<file path="config.mk">
export PLATFORM = sky130hd
export DESIGN_NAME = vdp_command_hmmv
export DESIGN_NICKNAME = d
export VERILOG_FILES = /design/src/rtl/vdp_command_pkg.sv /design/src/rtl/vdp_command_xy_to_addr.sv /design/src/rtl/vdp_command_hmmv.sv
export SDC_FILE = /design/constraint.sdc
export NUM_CORES = 1
export LEC_CHECK = 0
export BUFFER_PORTS_ARGS = -buffer_cell sky130_fd_sc_hd__buf_2
export CAP_MARGIN = 20
export CORE_UTILIZATION = 60
export DETAILED_ROUTE_END_ITERATION = 12
export PLACE_DENSITY = 0.85
export SYNTH_ARGS = -nofsm -noshare
export SYNTH_HDL_FRONTEND = slang
export SYNTH_SLANG_ARGS = --single-unit
</file>
<file path="constraint.sdc">
create_clock -name clk -period 5 [get_ports clk]
set_input_delay 0 -clock clk [delete_from_list [all_inputs] [get_ports clk]]
set_output_delay 0 -clock clk [all_outputs]
set_load 0.02 [all_outputs]
</file>
<file path="src/rtl/vdp_command_pkg.sv">
// vdp_command_pkg: screen modes, line widths and byte-mapping helpers shared by the byte-mode command executors
package vdp_command_pkg;
  localparam logic [1:0] SCR5 = 2'd0;
  localparam logic [1:0] SCR6 = 2'd1;
  localparam logic [1:0] SCR7 = 2'd2;
  localparam logic [1:0] SCR8 = 2'd3;
  localparam int LINE_NARROW = 128;
  localparam int LINE_WIDE = 256;
  localparam logic [9:0] NX_MAX = 10'd512;
  localparam logic [10:0] NY_MAX = 11'd1024;
  typedef enum logic [1:0] {HMMV_IDLE, HMMV_WRITE, HMMV_DONE} hmmv_state_e;
  function automatic logic [1:0] byte_shift(input logic [1:0] mode);
    return (mode == SCR5 || mode == SCR7) ? 2'd1 : mode == SCR6 ? 2'd2 : 2'd0;
  endfunction
  function automatic logic wide_line(input logic [1:0] mode);
    return mode == SCR7 || mode == SCR8;
  endfunction
  function automatic logic [7:0] line_mask(input logic [1:0] mode);
    return wide_line(mode) ? 8'(LINE_WIDE - 1) : 8'(LINE_NARROW - 1);
  endfunction
endpackage

</file>
<file path="src/rtl/vdp_command_xy_to_addr.sv">
// vdp_command_xy_to_addr: maps a bitmap byte position (dy, xb) to a linear VRAM byte address
module vdp_command_xy_to_addr #(
  parameter int VRAM_AW = 18
) (
  input  logic [1:0]         screen_mode,
  input  logic [9:0]         dy,
  input  logic [7:0]         xb,
  output logic [VRAM_AW-1:0] vram_addr
);
  import vdp_command_pkg::*;
  always_comb vram_addr = wide_line(screen_mode) ? VRAM_AW'({dy, xb}) : VRAM_AW'({dy, xb[6:0]});
endmodule

</file>
<file path="src/rtl/vdp_command_hmmv.sv">
// vdp_command_hmmv: HMMV byte fill, walks the DX/DY/NX/NY rectangle issuing one VRAM write per byte
module vdp_command_hmmv #(
  parameter int VRAM_AW = 18
) (
  input  logic               clk,
  input  logic               reset,
  input  logic               start,
  input  logic               abort,
  input  logic [1:0]         screen_mode,
  input  logic [8:0]         reg_dx,
  input  logic [9:0]         reg_dy,
  input  logic [8:0]         reg_nx,
  input  logic [9:0]         reg_ny,
  input  logic [7:0]         reg_col,
  input  logic               reg_dix,
  input  logic               reg_diy,
  output logic               busy,
  output logic               done,
  output logic               vram_req,
  output logic [VRAM_AW-1:0] vram_addr,
  output logic [7:0]         vram_wdata,
  input  logic               vram_ack,
  output logic [9:0]         result_dy,
  output logic [9:0]         result_ny
);
  import vdp_command_pkg::*;
  hmmv_state_e state;
  logic [1:0] mode, sh;
  logic [7:0] x, x0, col, x_start;
  logic [9:0] dy, nxb, cnt, nx_eff, nx_s, nxb_start, dy_step;
  logic [10:0] ny;
  logic dix, diy, edge_hit, row_end;
  always_comb begin
    sh = byte_shift(screen_mode);
    x_start = 8'(reg_dx >> sh) & line_mask(screen_mode);
    nx_eff = reg_nx == '0 ? NX_MAX : {1'b0, reg_nx};
    nx_s = nx_eff >> sh;
    nxb_start = nx_s == '0 ? 10'd1 : nx_s;
    edge_hit = dix ? x == 8'd0 : x == line_mask(mode);
    row_end = cnt == 10'd1 || edge_hit;
    dy_step = diy ? dy - 10'd1 : dy + 10'd1;
  end
  assign busy = state == HMMV_WRITE;
  assign vram_req = state == HMMV_WRITE;
  assign done = state == HMMV_DONE;
  assign vram_wdata = col;
  vdp_command_xy_to_addr #(.VRAM_AW(VRAM_AW)) u_addr (
    .screen_mode(mode),
    .dy(dy),
    .xb(x),
    .vram_addr(vram_addr)
  );
  always_ff @(posedge clk) begin
    if (reset) begin
      state <= HMMV_IDLE;
      mode <= '0;
      x <= '0;
      x0 <= '0;
      col <= '0;
      dy <= '0;
      nxb <= '0;
      cnt <= '0;
      ny <= '0;
      dix <= 1'b0;
      diy <= 1'b0;
      result_dy <= '0;
      result_ny <= '0;
    end else begin
      case (state)
        HMMV_IDLE: if (start && !abort) begin
          state <= HMMV_WRITE;
          mode <= screen_mode;
          x <= x_start;
          x0 <= x_start;
          col <= reg_col;
          dy <= reg_dy;
          nxb <= nxb_start;
          cnt <= nxb_start;
          ny <= reg_ny == '0 ? NY_MAX : {1'b0, reg_ny};
          dix <= reg_dix;
          diy <= reg_diy;
        end
        HMMV_WRITE: begin
          if (vram_ack && row_end) begin
            x <= x0;
            cnt <= nxb;
            dy <= dy_step;
            ny <= ny - 11'd1;
            result_dy <= dy_step;
            result_ny <= 10'(ny - 11'd1);
            if (ny == 11'd1) state <= HMMV_DONE;
          end else if (vram_ack) begin
            x <= dix ? x - 8'd1 : x + 8'd1;
            cnt <= cnt - 10'd1;
          end
          // an ack in the abort cycle still counts, so only fall back to the live position without a row end
          if (abort) begin
            state <= HMMV_IDLE;
            if (!(vram_ack && row_end)) begin
              result_dy <= dy;
              result_ny <= ny[9:0];
            end
          end
        end
        default: state <= HMMV_IDLE;
      endcase
    end
  end
endmodule

</file>
==> Word level (Yosys, flattened, before mapping) <==
Cells that the tools add are included.
{ "word_totals": {"reg_bits": 91, "in_bits": 55, "out_inout_bits": 49, "elab_cells": 91} }
{ "op_classes": {"n_addsub": 6, "n_eq_ne": 15, "shifts": 2, "muxes": 36, "n_bitwise": 1, "reduce_logical": 18} }
{ "ops": {"columns": ["cell", "n"], "rows": [
  ["$mux W10", 14],
  ["$mux W8", 6],
  ["$pmux W10 S2", 2],
  ["$mux W11", 3],
  ["$pmux W11 S2", 1],
  ["$logic_not A10 Y1", 2],
  ["$sub A10 B1 Y10 const B", 2],
  ["$mux W18", 1],
  ["$pmux W8 S2", 1],
  ["$mux W2", 6],
  ["$eq A11 B1 Y1 const B", 1],
  ["$sub A11 B1 Y11 const B", 1],
  ["$add A10 B1 Y10 const B", 1],
  ["$eq A10 B1 Y1 const B", 1],
  ["$eq A2 B2 Y1 const B", 5],
  ["$shr A10 B2 Y10", 1],
  ["$logic_not A9 Y1", 1],
  ["$reduce_and A3 Y1", 3],
  ["$shr A9 B2 Y8", 1],
  ["$add A8 B1 Y8 const B", 1],
  ["$and A8 B8 Y8", 1],
  ["$eq A8 B8 Y1", 1],
  ["$logic_not A8 Y1", 1],
  ["$sub A8 B1 Y8 const B", 1],
  ["13 further kinds", 20]
]} }

==> Longest topological paths before layout <==
Gate-level depths: netlist of the first run.
{ "depth": {"ltp_word": 10, "ltp_mapped": 10, "ltp_nobuf": 8} }

==> Cells and area by module <==
A second synthesis of the first run with hierarchy kept.
{ "unflattened": {"hier_cells": 755, "area_unflattened_um2": 5749.3} }
{ "by_module_without_submodules": {"columns": ["mod", "instances", "cells_per_inst", "area_per_inst_um2", "seq_area_each_um2"], "rows": [
  ["vdp_command_hmmv", 1, 736, 5531.6, 1821.7],
  ["vdp_command_xy_to_addr", 1, 19, 217.7, 0.0]
]} }

==> Worst setup path after synthesis of the first run <==
Ideal clock, no wire load.
{ "synth_path": {"path_kind": "reg2reg", "startpoint": "reg dix", "endpoint": "reg result_ny[2]", "setup_time_ps": 132, "arrival_time_ps": 1977, "required_time_ps": 4868, "path_slack_ps": 2891, "stages_incl_launch_ff": 8, "path_buffers": 1, "path_cell_list": "dfxtp_1 -> nand4b_1 -> or4_4 -> nand3_1 -> buf_2 -> nor2_1 -> a2111oi_2 -> nor4_2"} }
{ "synth_via": {"elab_chain_len": 6} }
{ "synth_rtl": {"columns": ["element", "line", "source"], "rows": [
  ["start, declared", "vdp_command_hmmv.sv:32", "logic dix, diy, edge_hit, row_end;"],
  ["start signal, assigned", "vdp_command_hmmv.sv:80", "dix <= reg_dix;"],
  ["$mux W1 *", "vdp_command_hmmv.sv:39", "edge_hit = dix ? x == 8'd0 : x == line_mask(mode);"],
  ["$logic_or A1 B1 Y1 *", "vdp_command_hmmv.sv:40", "row_end = cnt == 10'd1 || edge_hit;"],
  ["$logic_and A1 B1 Y1 *", "vdp_command_hmmv.sv:84, vdp_command_hmmv.sv:99", null],
  ["$mux W10", "vdp_command_hmmv.sv:84", "if (vram_ack && row_end) begin"],
  ["$mux W10", "vdp_command_hmmv.sv:99", "if (!(vram_ack && row_end)) begin"],
  ["$mux W10 *", "vdp_command_hmmv.sv:97", "if (abort) begin"],
  ["end signal, assigned", "vdp_command_hmmv.sv:90", "result_ny <= 10'(ny - 11'd1);"],
  ["end signal, assigned", "vdp_command_hmmv.sv:101", "result_ny <= ny[9:0];"],
  ["end, declared", "vdp_command_hmmv.sv:24", "output logic [9:0] result_ny"]
]} }
Every way passes the cells marked *; elsewhere a longest branch is shown, timed or not.
A chain may end at the register's enable or synchronous reset.

==> Final worst setup path of the first run <==
{ "layout_path": {"startpoint": "reg mode[1]", "endpoint": "reg ny[8]"} }
{ "layout_via": {"elab_chain_len": 9} }
{ "layout_rtl": {"columns": ["element", "line", "source"], "rows": [
  ["start, declared", "vdp_command_hmmv.sv:28", "logic [1:0] mode, sh;"],
  ["start signal, assigned", "vdp_command_hmmv.sv:72", "mode <= screen_mode;"],
  ["$eq A2 B2 Y1", "vdp_command_pkg.sv:16", "return mode == SCR7 || mode == SCR8;"],
  ["$logic_or A1 B1 Y1 *", "vdp_command_pkg.sv:16", null],
  ["$mux W8 *", "vdp_command_pkg.sv:19", "return wide_line(mode) ? 8'(LINE_WIDE - 1) : 8'(LINE_NARROW - 1);"],
  ["$eq A8 B8 Y1 *", "vdp_command_hmmv.sv:39", null],
  ["$mux W1 *", "vdp_command_hmmv.sv:39", null],
  ["$logic_or A1 B1 Y1 *", "vdp_command_hmmv.sv:40", null],
  ["$logic_and A1 B1 Y1 *", "vdp_command_hmmv.sv:84", null],
  ["$ne A2 B1 Y1 (no line) *", null, null],
  ["$reduce_and A3 Y1 (no line) *", null, null],
  ["end signal, assigned", "vdp_command_hmmv.sv:79", "ny <= reg_ny == '0 ? NY_MAX : {1'b0, reg_ny};"],
  ["end signal, assigned", "vdp_command_hmmv.sv:88", "ny <= ny - 11'd1;"],
  ["end, declared", "vdp_command_hmmv.sv:31", "logic [10:0] ny;"]
]} }
Marks and branches as above.

==> summary.json, run 1 <==
{
  "status": "finished clean",
  "syn_inst": 742,
  "global_route.usage.total_pct": 33.6,
  "synth_async_sr_flop_share_pct": 0,
  "die_y_um": 99.3,
  "placed_cells": 902,
  "tightest_slew_ns": 1.12,
  "ant_nets": 0,
  "mostFrequentLayoutCell": "sky130_fd_sc_hd__buf_2",
  "setup.worst_path.class": "flip-flop to flip-flop",
  "timing.final.crit_period_ns": 2.70,
  "timing.critical_path.max_delay_family": "simple AND/OR/NAND/NOR gates",
  "report.final.slew_viol_count": 0,
  "power_density_relative_to_cell_area_mw_per_mm2": 285,
  "netlist_top_cells_area": "sky130_fd_sc_hd__dfxtp_1 (32%), sky130_fd_sc_hd__a21oi_1 (7.0%), sky130_fd_sc_hd__nor2_1 (6.4%), sky130_fd_sc_hd__nand2_1 (5.6%), sky130_fd_sc_hd__ha_1 (4.0%)",
  "largest_net_degree_at_the_start_of_global_routing": 70,
  "n_fill_cell": 741,
  "post-cts-setup-buffer-count": 0,
  "fin_worst_skew_ns": 0.0123,
  "routed-via-count": 6039,
  "synth.largest_area_cell": "sky130_fd_sc_hd__dfxtp_1",
  "crit-reg2reg-launch": "mode[1]",
  "grt_antenna_before_repair": 0,
  "cts_buffer_depth": 2,
  "clockRootBuffer": "sky130_fd_sc_hd__clkbuf_8",
  "globalplace.congestion": 0.902,
  "floorplan.initialDensity_pct": 61.7,
  "worstPathMaxFanout": 15,
  "die_area_mm2": 0.00985,
  "overflow": 0,
  "fin_tns_setup_ns": 0,
  "postRouteWirelength_mm": 16.3,
  "nNetsFinal": 903,
  "drc": 0,
  "final_cells": 944,
  "ys_seq_elements": 90,
  "yosys_warnings": 0,
  "maxCapViolations": 0,
  "tritoncts": "yes",
  "dr.first_iter.drc_count": 492,
  "synthesis.nets": 817,
  "grt_util_met3_pct": 5.06,
  "dp_hpwl_mm": 10.7,
  "cts.sink_count": 90,
  "synth_cell_type_count": 66,
  "buffer_ports.inserted": 103,
  "max_slew_margin_pct": 25.3,
  "startpoint_type": "flip-flop",
  "reg2regPathDepth": 6,
  "hold_violations": 0,
  "vias_in_the_first_global_route": 5718,
  "post-synth-top-area-fraction_pct": 31.7,
  "critical_path_buf_inv_count": 0,
  "worst_hold_path_stage_count": 3,
  "hold_path_class": "primary input to flip-flop",
  "r2r-end": "ny[8]",
  "vdd_ir_drop_max_mv": 0.154,
  "cts_buffers": 9,
  "dr.pass1.iters": 5,
  "areaGrowthSynthToFinish_pct": 15.1,
  "clk_pin_slew_worst_paths_ns": 0.09,
  "achievable-frequency_mhz": 370,
  "hold_path_startpoint": "reg_dy[2]",
  "cp-end-kind": "flip-flop",
  "die_width_um": 99.3,
  "worstSkewPairLatency_ns": 0.36,
  "total_power_mw": 1.86,
  "rows": 35,
  "num_antenna_cells": 0,
  "critical_path.cell_chain": "xor2_1, or4_4, and3_1, o21ai_4, nand2_1, o21ai_0",
  "layout.cells.most_common_list": "sky130_fd_sc_hd__buf_2 (103), sky130_fd_sc_hd__nor2_1 (97), sky130_fd_sc_hd__dfxtp_1 (90), sky130_fd_sc_hd__nand2_1 (85), sky130_fd_sc_hd__a21oi_1 (79)",
  "total_leakage_power_nw": 2.75,
  "critical-path-max-stage-delay_ns": 0.68,
  "grt-busiest-layer": "met2",
  "synth.yosys.seq_area_share_pct": 31.7,
  "max_stage_delay_cell_worst_path": "sky130_fd_sc_hd__dfxtp_1",
  "layout_worst_path_cycle_share_pct": 54.0,
  "final_layout_size_suffix_gt1_share_pct": 18.1,
  "worst-endpoint-arrival_ns": 2.98,
  "multiInputGateArea_mm2": 0.00352,
  "gr-usage-met1_pct": 42.9,
  "placeableCoreArea_mm2": 0.00920,
  "synth_top_flop_cell": "sky130_fd_sc_hd__dfxtp_1",
  "vias_per_cell": 6.40,
  "synthesis.area_mm2": 0.00568,
  "grt_first_pass_wirelength_mm": 26.9,
  "detail_route.wl_per_cell_um": 17.3,
  "post-route-util_pct": 71.1,
  "timing.reg2reg.setup_slack_ns": 2.30,
  "met2_usage_pct": 56.5,
  "critical_path_required_ns": 5.28,
  "setup_violations": 0,
  "regArea_mm2": 0.00180,
  "min_delay_worst_endpoint": "dy[2]",
  "syn_area_per_cell_um2": 7.65,
  "rsz0062_at_grt": "no",
  "synth_edf_count": 0,
  "floorplan.io_pins": 104,
  "htree_num_levels": 3
}
[logic make-up (layout without fill, tap and decap cells)]
logic type                 Yosys count  count (layout)  synth area share [%]
adders and majority gates           20              20                  4.67
and+or+nand+nor                    283             283                  22.8
DFF                                 90              90                  31.7
buffers and inverters               77             168                  6.24
AOI/OAI and AO/OA                  220             220                  25.6
xor gates and xnor gates            23              23                  3.55
muxes                               29              29                  5.36
[where the power goes]
group	switching [mW]	leakage [nW]	internal [mW]
sequential	0.0647	0.736	0.773
clock	0.285	0.0783	0.183
combinational	0.344	1.94	0.215
[flip-flops by register name, indices dropped and copies added, names as in the netlist, 8 cells and up]
name        count
ny             11
dy             10
vram_wdata      8
cnt            10
x0              8
result_dy      10
result_ny      10
nxb            10
x               8
[worst register-to-register path, stage by stage, from the launching register on]
cell	delay, ns
sky130_fd_sc_hd__dfxtp_1	0.68
sky130_fd_sc_hd__xor2_1	0.16
sky130_fd_sc_hd__or4_4	0.55
sky130_fd_sc_hd__and3_1	0.30
sky130_fd_sc_hd__o21ai_4	0.43
sky130_fd_sc_hd__nand2_1	0.24
sky130_fd_sc_hd__o21ai_0	0.26
[cells in the mapped netlist, types with 3 or more instances]
| cell | number |
|---|---|
| sky130_fd_sc_hd__nor4_1 | 12 |
| sky130_fd_sc_hd__clkbuf_1 | 44 |
| sky130_fd_sc_hd__inv_1 | 13 |
| sky130_fd_sc_hd__o21bai_1 | 3 |
| sky130_fd_sc_hd__or4_1 | 3 |
| sky130_fd_sc_hd__nand4b_1 | 3 |
| sky130_fd_sc_hd__o221ai_1 | 3 |
| sky130_fd_sc_hd__a32o_1 | 3 |
| sky130_fd_sc_hd__buf_6 | 3 |
| sky130_fd_sc_hd__o31ai_1 | 5 |
| sky130_fd_sc_hd__nor2b_1 | 3 |
| sky130_fd_sc_hd__o2111ai_1 | 3 |
| sky130_fd_sc_hd__nand3b_1 | 3 |
| sky130_fd_sc_hd__dfxtp_1 | 90 |
| sky130_fd_sc_hd__o211ai_1 | 9 |
| sky130_fd_sc_hd__nand3_1 | 16 |
| sky130_fd_sc_hd__a31oi_1 | 6 |
| sky130_fd_sc_hd__nor3_1 | 32 |
| sky130_fd_sc_hd__nand2_1 | 85 |
| sky130_fd_sc_hd__and3_1 | 3 |
| sky130_fd_sc_hd__o21ai_0 | 42 |
| sky130_fd_sc_hd__o32ai_1 | 7 |
| sky130_fd_sc_hd__buf_4 | 9 |
| sky130_fd_sc_hd__a211oi_1 | 12 |
| sky130_fd_sc_hd__mux2_2 | 11 |
| sky130_fd_sc_hd__o21a_1 | 3 |
| sky130_fd_sc_hd__nand2b_1 | 4 |
| sky130_fd_sc_hd__a21o_1 | 7 |
| sky130_fd_sc_hd__xor2_1 | 12 |
| sky130_fd_sc_hd__mux2i_1 | 18 |
| sky130_fd_sc_hd__xnor2_1 | 11 |
| sky130_fd_sc_hd__nand4_1 | 6 |
| sky130_fd_sc_hd__nor2_1 | 97 |
| sky130_fd_sc_hd__o41ai_1 | 4 |
| sky130_fd_sc_hd__a311oi_1 | 11 |
| sky130_fd_sc_hd__a21oi_1 | 79 |
| sky130_fd_sc_hd__or3_1 | 5 |
| sky130_fd_sc_hd__ha_1 | 18 |
| sky130_fd_sc_hd__buf_2 | 7 |
| sky130_fd_sc_hd__a22oi_1 | 4 |
[how the worst max path moves through the flow]
| stage | startpoint | endpoint | depth (start not counted) |
|---|---|---|---|
| 2_1_floorplan | dix | result_ny[2] | 7 |
| 3_3_place_gp | mode[1] | result_dy[7] | 6 |
| 3_5_place_dp | mode[1] | result_dy[7] | 6 |
| 4_1_cts | mode[1] | result_dy[7] | 6 |
| 5_1_grt | mode[1] | ny[8] | 6 |
| 6_report | mode[1] | ny[8] | 6 |
[routing by layer]
metal	routed length, um	share of wire, %
met5	0	0
met3	1250	7.7
met1	6860	42
met2	7740	47
met4	446	2.7
[cell type report]
class	instances	share of cell area, %
clock buffers	9	1.90
clock inverters	7	0.804
inverters	14	0.804
multi-input cells	575	53.9
flip-flops and latches	90	27.6
well taps	111	2.13
repair buffers	138	12.9
[stage by stage]
stage                     setup slack (ns)  hold WS [ns]  cell area (um2)
after floorplan                       2.89         0.136             5680
after global placement                2.50         0.240             6100
after detailed placement              2.33         0.250             6100
after CTS                             2.34       0.00280             6540
after global routing                  2.16        0.0332             6540
final                                 2.30        0.0182             6540
[what timing repair did]
| item | CTS | global route |
|---|---|---|
| resized for setup | 0 | 0 |
| hold endpoints to repair | 26 | 0 |
| hold buffers | 26 | 0 |
Power figures use the tool's default switching activity.
==> inputs of run 2 (changes only) <==
--- a/config.mk
+++ b/config.mk
@@ -7,9 +7,9 @@
 export LEC_CHECK = 0
 export BUFFER_PORTS_ARGS = -buffer_cell sky130_fd_sc_hd__buf_2
 export CAP_MARGIN = 20
-export CORE_UTILIZATION = 60
+export CORE_UTILIZATION = 57
 export DETAILED_ROUTE_END_ITERATION = 12
-export PLACE_DENSITY = 0.85
+export PLACE_DENSITY = 0.81
 export SYNTH_ARGS = -nofsm -noshare
 export SYNTH_HDL_FRONTEND = slang
 export SYNTH_SLANG_ARGS = --single-unit
==> constraint.sdc (replaced) <==
create_clock -name clk -period 2.55 [get_ports clk]
set_input_delay 0 -clock clk [delete_from_list [all_inputs] [get_ports clk]]
set_output_delay 0 -clock clk [all_outputs]
set_load 0.02 [all_outputs]
==> run 2 against run 1 <==
Compared with the run above: final area is 3.7% higher; combinational power rose by 110%; via count grew 1.2%; total power is 110% higher; flip-flop and latch count unchanged; first-iteration DRC count is 14% lower; register-to-register slack lost 2.2 ns; cell count rose by 4.6%; critical path type unchanged; critical endpoint is now ny[7].
==> summary.json, run 2 (synthesis results as in run 1) <==
{
  "p_comb_share_pct": 30.3,
  "dr.first_iter.drc_count": 422,
  "status": "finished clean",
  "tritoncts": "yes",
  "grt_first_pass_wirelength_mm": 25.9,
  "setup_violations": 0,
  "vias_per_cell": 6.19,
  "num_antenna_cells": 0,
  "startpoint_type": "flip-flop",
  "vdd_ir_drop_max_mv": 0.462,
  "cts_buffer_depth": 2,
  "setup.worst_path.class": "flip-flop to flip-flop",
  "worstPathMaxFanout": 15,
  "layout.cells.most_common_list": "sky130_fd_sc_hd__buf_2 (103), sky130_fd_sc_hd__nor2_1 (97), sky130_fd_sc_hd__dfxtp_1 (89), sky130_fd_sc_hd__nand2_1 (85), sky130_fd_sc_hd__a21oi_1 (79)",
  "clk_pin_slew_worst_paths_ns": 0.10,
  "globalplace.congestion": 0.903,
  "postRouteWirelength_mm": 16.3,
  "floorplan.io_pins": 104,
  "hold_violations": 0,
  "power_density_relative_to_cell_area_mw_per_mm2": 565,
  "nNetsFinal": 924,
  "cts.sink_count": 90,
  "drc": 0,
  "buffer_ports.inserted": 103,
  "max_slew_margin_pct": 25.9,
  "placeableCoreArea_mm2": 0.00973,
  "die_width_um": 102,
  "rsz0062_at_grt": "no",
  "netSwitchingFraction_pct": 35.1,
  "setup_ws_ns": 0.135,
  "die_area_mm2": 0.0104,
  "clockRootBuffer": "sky130_fd_sc_hd__clkbuf_8",
  "registers.top_by_ff_count": "ny",
  "overflow": 0,
  "cp-end-kind": "flip-flop",
  "detail_route.wl_per_cell_um": 16.5,
  "layout_worst_path_cycle_share_pct": 94.7,
  "mostFrequentLayoutCell": "sky130_fd_sc_hd__buf_2",
  "dp_slack_ns": 0.154,
  "dr.pass1.iters": 6,
  "hold_path_class": "primary input to flip-flop",
  "final_layout_size_suffix_gt1_share_pct": 20.0,
  "power_switching_mw": 1.34,
  "report.final.slew_viol_count": 0,
  "maxCapViolations": 0,
  "achievable-frequency_mhz": 414,
  "power.clock.fraction_pct": 27.1,
  "sequentialPowerShare_pct": 42.6,
  "largest_reg_flops": 11,
  "global_route.usage.total_pct": 31.6,
  "floorplan.initialDensity_pct": 58.3,
  "die_y_um": 102,
  "dp_hpwl_mm": 10.8,
  "total_leakage_power_nw": 2.88,
  "fin_worst_skew_ns": 0.0112,
  "cts_buffers": 9,
  "worst-endpoint-arrival_ns": 2.71,
  "timing.final.crit_period_ns": 2.42,
  "tightest_slew_ns": 1.11,
  "critical_path_required_ns": 2.85,
  "areaGrowthSynthToFinish_pct": 19.4,
  "vias_in_the_first_global_route": 5544,
  "grt_antenna_before_repair": 0,
  "routed-via-count": 6110,
  "internal_power_mw": 2.48,
  "ant_nets": 0,
  "htree_num_levels": 3,
  "worstSkewPairLatency_ns": 0.37,
  "rows": 36,
  "n_fill_cell": 812,
  "fin_tns_setup_ns": 0,
  "largest_net_degree_at_the_start_of_global_routing": 69
}
-- run 2: cell count changes in the layout (fill, tap and decap cells not counted), sizes merged --
cell	change
clkinv	-1
buf	+19
inv	-1
clkbuf	+2
dlygate4sd3	+2
bufinv	+1
clkinvlp	-1
-- run 2: area by class of cell --
class,instances,area (um2),area share [%]
Multi-Input combinational cell,575,3520,52.0
Sequential cell,90,1800,26.6
Timing Repair Buffer,159,1020,15.0
Tap cell,133,166,2.46
Clock buffer,11,151,2.23
Clock inverter,5,61.3,0.905
Inverter,14,52.6,0.776
-- run 2: through the flow --
step | power, mW | hold WS, ns | util (%) | cell area (um2) | cells
3_3_place_gp | 2.70 | 0.240 | 64.0 | 6230 | 938
2_1_floorplan | 2.44 | 0.136 | - | 5680 | 742
6_report | 3.83 | 0.0231 | 69.6 | 6780 | 987
5_1_grt | 4.02 | 0.0405 | 69.6 | 6780 | 987
4_1_cts | 3.79 | 0.00845 | 69.1 | 6720 | 982
3_5_place_dp | 2.74 | 0.255 | 64.0 | 6230 | 938
-- run 2: timing repair --
item | CTS | global route
hold endpoints to repair | 28 | 0
endpoints found under the setup margin | 0 | 8
gates resized for setup | 0 | 1
hold buffers | 28 | 0
buffers inserted | 0 | 5
-- run 2: power by group through the flow --
stage / sequential, mW / clock (mW) / combinational [mW]
5_1_grt: 1.65 / 1.10 / 1.27
6_report: 1.63 / 1.04 / 1.16
3_5_place_dp: 1.66 / 0 / 1.08
4_1_cts: 1.62 / 1.05 / 1.12
2_1_floorplan: 1.66 / 0 / 0.775
3_3_place_gp: 1.65 / 0 / 1.05
-- run 2: worst max-delay path, stage by stage, from the launching register on --
cell and delay, ns:
sky130_fd_sc_hd__dfxtp_1 0.39, sky130_fd_sc_hd__inv_1 0.08, sky130_fd_sc_hd__ha_1 0.17, sky130_fd_sc_hd__nor2b_1 0.12, sky130_fd_sc_hd__nand4_1 0.20, sky130_fd_sc_hd__a31oi_4 0.11
sky130_fd_sc_hd__nor2_1 0.84, sky130_fd_sc_hd__o21ai_0 0.25, sky130_fd_sc_hd__a21oi_1 0.19
-- run 2: path summary, 6_finish.rpt --
path / start / cells after the start / slack, ns / to
min: abort / 2 / 0.02 / state[1]
min reg2reg: vram_wdata[1] / 2 / 0.46 / vram_wdata[1]
max reg2reg: cnt[1] / 8 / 0.13 / ny[7]
max: cnt[1] / 8 / 0.13 / ny[7]
-- run 2: metal layers --
layer  part of all wire, %  global-route usage, %  wire length [um]  up-vias
met1                    43                   40.4              6980     2855
met2                    47                   53.0              7720      299
li1                      -                      -                 -     2910
met5                     0                      0                 0        -
met4                   2.4                   12.6               391        0
met3                   7.6                   5.45              1240       46
